`src/rtl/render_rect_stream_pkg.sv`:
```
// Shared render definitions: default widths, screen size and FSM state encodings.
package render_rect_stream_pkg;

   localparam int X_W_DEF      = 9;
   localparam int Y_W_DEF      = 8;
   localparam int COLOR_W_DEF  = 3;
   localparam int SCREEN_W_DEF = 320;
   localparam int SCREEN_H_DEF = 240;
   localparam int BT_W_DEF     = 4;

   typedef enum logic [1:0] {
      ST_IDLE = 2'd0,
      ST_DRAW = 2'd1,
      ST_FIN  = 2'd2
   } state_e;

endpackage

```
`src/rtl/render_rect_stream_raster_counter.sv`:
```
// Column/row stepper for a clipped rectangle, walking it in row-major order.
module raster_counter
   import render_rect_stream_pkg::*;
#(
   parameter int X_W = X_W_DEF,
   parameter int Y_W = Y_W_DEF
) (
   input  logic           clk,
   input  logic           reset,
   input  logic           load,
   input  logic           advance,
   input  logic [X_W-1:0] limit_w,
   input  logic [Y_W-1:0] limit_h,
   output logic [X_W-1:0] col,
   output logic [Y_W-1:0] row,
   output logic           last
);

   localparam logic [X_W-1:0] ONE_X = {{(X_W-1){1'b0}}, 1'b1};
   localparam logic [Y_W-1:0] ONE_Y = {{(Y_W-1){1'b0}}, 1'b1};

   logic [X_W-1:0] col_q, col_d;
   logic [Y_W-1:0] row_q, row_d;
   logic           col_end, row_end;

   // Next position: restart on load, otherwise step column and wrap into next row.
   always_comb begin
      col_end = (col_q == (limit_w - ONE_X));
      row_end = (row_q == (limit_h - ONE_Y));
      col_d   = col_q;
      row_d   = row_q;
      if (load) begin
         col_d = '0;
         row_d = '0;
      end else if (advance) begin
         if (col_end) begin
            col_d = '0;
            row_d = row_q + ONE_Y;
         end else begin
            col_d = col_q + ONE_X;
         end
      end
   end

   // Position registers.
   always_ff @(posedge clk) begin
      if (reset) begin
         col_q <= '0;
         row_q <= '0;
      end else begin
         col_q <= col_d;
         row_q <= row_d;
      end
   end

   assign col  = col_q;
   assign row  = row_q;
   assign last = col_end && row_end;

endmodule

```
`src/rtl/render_rect_stream.sv`:
```
// Streams the pixels of a clipped, optionally bordered rectangle over a valid/ready port.
module render_rect_stream
   import render_rect_stream_pkg::*;
#(
   parameter int X_W      = X_W_DEF,
   parameter int Y_W      = Y_W_DEF,
   parameter int COLOR_W  = COLOR_W_DEF,
   parameter int SCREEN_W = SCREEN_W_DEF,
   parameter int SCREEN_H = SCREEN_H_DEF,
   parameter int BT_W     = BT_W_DEF
) (
   input  logic               clk,
   input  logic               reset,
   input  logic               start,
   output logic               busy,
   output logic               done,
   input  logic [X_W-1:0]     origin_x,
   input  logic [Y_W-1:0]     origin_y,
   input  logic [X_W-1:0]     width,
   input  logic [Y_W-1:0]     height,
   input  logic [COLOR_W-1:0] back_color,
   input  logic [COLOR_W-1:0] border_color,
   input  logic [BT_W-1:0]    border_thick,
   output logic               out_valid,
   input  logic               out_ready,
   output logic [X_W-1:0]     out_x,
   output logic [Y_W-1:0]     out_y,
   output logic [COLOR_W-1:0] out_color
);

   localparam logic [X_W:0] SCR_W = (X_W+1)'(SCREEN_W);
   localparam logic [Y_W:0] SCR_H = (Y_W+1)'(SCREEN_H);

   state_e state_q, state_d;

   logic               load, empty, advance, last, all_border;
   logic [X_W:0]       rem_x, t2_x;
   logic [Y_W:0]       rem_y, t2_y;
   logic [X_W-1:0]     effw;
   logic [Y_W-1:0]     effh;

   logic [X_W-1:0]     ox_q, w_q, effw_q;
   logic [Y_W-1:0]     oy_q, h_q, effh_q;
   logic [COLOR_W-1:0] back_q, border_q;
   logic [BT_W-1:0]    t_q;
   logic               all_border_q;

   logic [X_W-1:0]     col;
   logic [Y_W-1:0]     row;
   logic [X_W:0]       col_e, t_x;
   logic [Y_W:0]       row_e, t_y;
   logic               is_border;

   // Latch-time geometry: emptiness test, clipping against the screen, thick-border collapse.
   always_comb begin
      load  = (state_q == ST_IDLE) && start;
      empty = (width == '0) || (height == '0) ||
              ({1'b0, origin_x} >= SCR_W) || ({1'b0, origin_y} >= SCR_H);
      rem_x = SCR_W - {1'b0, origin_x};
      rem_y = SCR_H - {1'b0, origin_y};
      // When the remaining span is not larger than width it necessarily fits in X_W bits.
      effw  = ({1'b0, width}  < rem_x) ? width  : rem_x[X_W-1:0];
      effh  = ({1'b0, height} < rem_y) ? height : rem_y[Y_W-1:0];
      t2_x  = (X_W+1)'({border_thick, 1'b0});
      t2_y  = (Y_W+1)'({border_thick, 1'b0});
      all_border = (t2_x >= {1'b0, width}) || (t2_y >= {1'b0, height});
   end

   // Request registers, captured only when a start is accepted.
   always_ff @(posedge clk) begin
      if (reset) begin
         ox_q         <= '0;
         oy_q         <= '0;
         w_q          <= '0;
         h_q          <= '0;
         effw_q       <= '0;
         effh_q       <= '0;
         back_q       <= '0;
         border_q     <= '0;
         t_q          <= '0;
         all_border_q <= 1'b0;
      end else if (load) begin
         ox_q         <= origin_x;
         oy_q         <= origin_y;
         w_q          <= width;
         h_q          <= height;
         effw_q       <= effw;
         effh_q       <= effh;
         back_q       <= back_color;
         border_q     <= border_color;
         t_q          <= border_thick;
         all_border_q <= all_border;
      end
   end

   raster_counter #(
      .X_W (X_W),
      .Y_W (Y_W)
   ) u_raster (
      .clk     (clk),
      .reset   (reset),
      .load    (load),
      .advance (advance),
      .limit_w (effw_q),
      .limit_h (effh_q),
      .col     (col),
      .row     (row),
      .last    (last)
   );

   // FSM state register.
   always_ff @(posedge clk) begin
      if (reset) begin
         state_q <= ST_IDLE;
      end else begin
         state_q <= state_d;
      end
   end

   // FSM next state and handshake/status outputs.
   always_comb begin
      state_d   = state_q;
      out_valid = 1'b0;
      busy      = 1'b0;
      done      = 1'b0;
      advance   = 1'b0;
      case (state_q)
         ST_IDLE: begin
            if (start) begin
               state_d = empty ? ST_FIN : ST_DRAW;
            end
         end
         ST_DRAW: begin
            out_valid = 1'b1;
            busy      = 1'b1;
            advance   = out_ready;
            if (out_ready && last) begin
               state_d = ST_FIN;
            end
         end
         ST_FIN: begin
            busy    = 1'b1;
            done    = 1'b1;
            state_d = ST_IDLE;
         end
         default: state_d = ST_IDLE;
      endcase
   end

   // Pixel colour from unclipped geometry, so clipped edges carry no border.
   always_comb begin
      col_e     = {1'b0, col};
      row_e     = {1'b0, row};
      t_x       = (X_W+1)'(t_q);
      t_y       = (Y_W+1)'(t_q);
      is_border = (t_q != '0) &&
                  (all_border_q ||
                   (col_e < t_x) || ((col_e + t_x) >= {1'b0, w_q}) ||
                   (row_e < t_y) || ((row_e + t_y) >= {1'b0, h_q}));
      out_color = is_border ? border_q : back_q;
      out_x     = ox_q + col;
      out_y     = oy_q + row;
   end

endmodule

```
`config.mk`:
```
export PLATFORM = sky130hd
export DESIGN_NAME = render_rect_stream
export DESIGN_NICKNAME = d
export VERILOG_FILES = /design/src/rtl/render_rect_stream_pkg.sv /design/src/rtl/render_rect_stream_raster_counter.sv /design/src/rtl/render_rect_stream.sv
export SDC_FILE = /design/constraint.sdc
export NUM_CORES = 1
export LEC_CHECK = 0
export ABC_AREA = 0
export CORE_MARGIN = 4
export CORE_UTILIZATION = 61
export DETAILED_ROUTE_END_ITERATION = 8
export PLACE_DENSITY = 0.86
export SLEW_MARGIN = 20
export SYNTH_ARGS = -nofsm -noshare
export SYNTH_HDL_FRONTEND = slang
export SYNTH_SLANG_ARGS = --single-unit
```
`constraint.sdc`:
```
create_clock -name clk -period 9.3 [get_ports clk]
set_input_delay 1.395 -clock clk [delete_from_list [all_inputs] [get_ports clk]]
set_output_delay 1.395 -clock clk [all_outputs]
set_load 0.005 [all_outputs]
```
==> flow_summary.json <==
{
  "rsz0062_at_grt": "no",
  "cp.arrival_ps": 4130,
  "crit_path_end_kind": "primary output",
  "postSynthAreaPerCell_um2": 8.57,
  "core-area_mm2": 0.00928,
  "setup_slack_ps": 3780,
  "row_count": 35,
  "cts.path.max_buffers": 2,
  "first_global_vias": 5415,
  "globalplace.congestion": 0.913,
  "grt_start_max_net_pins": 41,
  "fin_crit_ps": 5520,
  "synth_top_area_share_pct": 27.7,
  "timing.hold.ws_ps": 489,
  "io_pins": 71,
  "ant_nets": 0,
  "finalSetupViolations": 0,
  "cap_violations": 0,
  "cts_hold_repair.buffers": 0,
  "hold_path_class": "reg -> reg",
  "reg2reg_setup_slack_ps": 6200,
  "portBuffers": 70,
  "synth_most_common_cell": "dfxtp_1",
  "path_max_fanout": 5,
  "yosysSeqAreaShare_pct": 27.7,
  "critPathKind": "reg -> out",
  "cts-buffers-inserted": 9,
  "setup_tns_ps": 0,
  "initial_utilization_pct": 63.0,
  "total_power_uw": 938,
  "final_nets": 875,
  "die_h_um": 106,
  "drtIter0Drc": 534,
  "synth_top_area_cell": "dfxtp_1",
  "antenna_found_initial": 0,
  "power_density_mw_per_mm2": 137,
  "post_cts_buffers": 0,
  "vdd_drop_max_uv": 95.6,
  "ys.flop_type": "dfxtp_1",
  "drc_errors": 0,
  "first_pass_iters": 5,
  "hold_viol_final": 0,
  "clock_sinks": 81,
  "vias": 5405,
  "grt.overflow.total": 0,
  "synth_seq_cells": 81,
  "synth_edf_count": 0,
  "async_flop_share_pct": 0,
  "post_drt_wl_per_cell_um": 18.2,
  "post-route-util_pct": 73.7,
  "cts_tree": "yes",
  "tightest_slew_ps": 1030,
  "final.setup_skew_ps": 9.36,
  "ys_top_cells_by_count": "dfxtp_1 (81), ha_1 (80), inv_1 (70), nand2_1 (45), nor2_1 (45)",
  "final_cells": 876,
  "timing.fmax_mhz": 181,
  "synth_cell_types": 57,
  "clk-insertion-delay-late_ps": 350,
  "postSynthCellCount": 683,
  "dp_cells": 861,
  "relSlewSlack_pct": 31.4,
  "vias_per_cell": 6.17,
  "htreeDepth": 3,
  "finalMaxSlewViolations": 0,
  "clk_root_buffer_cell": "clkbuf_8",
  "final_area_mm2": 0.00684,
  "die_x_um": 106,
  "worstPathRequired_ps": 7910,
  "synth_area_leaders": "dfxtp_1 (28%), ha_1 (17%), xnor2_1 (5.7%)",
  "num_antenna_cells": 0,
  "ctsResizeCount": 0,
  "synth_fp_nets": 815,
  "grt_pass1_wl_um": 26200,
  "areaGrowthSynthToFinish_pct": 16.9,
  "grtUsageTotal_pct": 28.8,
  "synth.cell_area_mm2": 0.00585,
  "setup.worst_path.start_class": "flip-flop",
  "dp.final_hpwl_um": 12100,
  "fill_cells": 683,
  "leakagePower_nw": 3.01,
  "drt-total-wl_um": 16000,
  "drive_above_1_share_pct": 4.42,
  "synth_warnings": 0,
  "status": "finished, final reports clean",
  "place_ws_ps": 4180,
  "fin_crit_sh_pct": 59.4,
  "place_area_mm2": 0.00666,
  "clk_pin_slew_ps": 90,
  "die_area_mm2": 0.0112
}
area by class of cell:
class	count	area [µm²]	share of cell area, %
clock inverters	5	32.5	0.475
inverters	70	263	3.84
flip-flops and latches	81	1620	23.7
repair buffers	74	731	10.7
well taps	129	161	2.36
clock buffers	10	138	2.01
multi-input cells	507	3900	56.9
logic make-up (layout without fill, tap and decap cells):
kind of cell    Yosys count  after routing  share of synthesized area, %
flops                    81             81                          27.7
mux                      18             18                          3.14
xor+xnor                 65             65                          9.73
buf+inv                  95            159                          6.14
simple gates            167            167                          13.7
compound gates          173            173                          21.1
fa+ha+maj                84             84                          18.5
power breakdown:
part	internal, mW	switching [mW]
clock network	0.102	0.131
registers	0.376	0.0257
logic	0.143	0.160
critical path, cell delays in order (launching register included):
cell and delay (ps):
dfxtp_1 400, inv_1 160, ha_1 340, o21bai_1 140, a21oi_1 120, o21bai_1 210, nand2_1 100, xnor2_1 220
ha_1 320, a21o_1 180, a211oi_1 240, o21ai_0 120, o211ai_1 120, a41o_1 300, mux2_2 360, clkdlybuf4s50_1 440
final timing paths:
check              start           end  depth (start not counted)
min reg2reg  border_q[1]   border_q[1]                          1
max reg2reg    effw_q[0]    state_q[0]                          9
min          border_q[1]   border_q[1]                          1
max               t_q[1]  out_color[2]                         15
cell usage in the layout (no fill, tap or decap), types with 3 or more instances in the layout:
cell type / Yosys / layout
clkbuf_8: 0 / 10
xor2_1: 27 / 27
clkinv_2: 0 / 3
a21o_1: 9 / 9
nand2b_1: 9 / 9
o311ai_0: 4 / 4
dfxtp_1: 81 / 81
nor2b_1: 4 / 4
mux2i_1: 15 / 15
a41o_1: 4 / 4
o211ai_1: 4 / 4
nor2_1: 45 / 44
o21a_1: 10 / 10
mux2_2: 3 / 3
buf_4: 0 / 4
nor3_1: 11 / 10
fa_1: 4 / 4
o31ai_1: 4 / 4
a22o_1: 32 / 32
nor4_1: 10 / 10
o22ai_1: 20 / 20
inv_1: 70 / 70
o21bai_1: 10 / 10
ha_1: 80 / 80
a211oi_1: 7 / 7
a31oi_1: 6 / 5
and3_1: 3 / 3
a21oi_1: 27 / 26
clkdlybuf4s50_1: 0 / 70
o21ai_0: 19 / 19
nand2_1: 45 / 45
nand4_1: 9 / 9
xnor2_1: 38 / 38
nand3_1: 17 / 17
per-layer routing:
metal  wire, µm  GRT usage, %  part of all wire (%)
met1       7010          39.6                    44
met2       7060          44.0                    44
met3       1410          5.59                   8.8
met4        486          12.5                   3.0
met5          0             0                     0
registers in the layout, indices dropped and copies added (netlist names):
| name | cells |
|---|---|
| all_border_q | 1 |
| back_q | 3 |
| border_q | 3 |
| effh_q | 8 |
| effw_q | 9 |
| h_q | 8 |
| ox_q | 9 |
| oy_q | 8 |
| state_q | 2 |
| t_q | 4 |
| u_raster.col | 9 |
| u_raster.row | 8 |
| w_q | 9 |
Power figures use the tool's default switching activity.
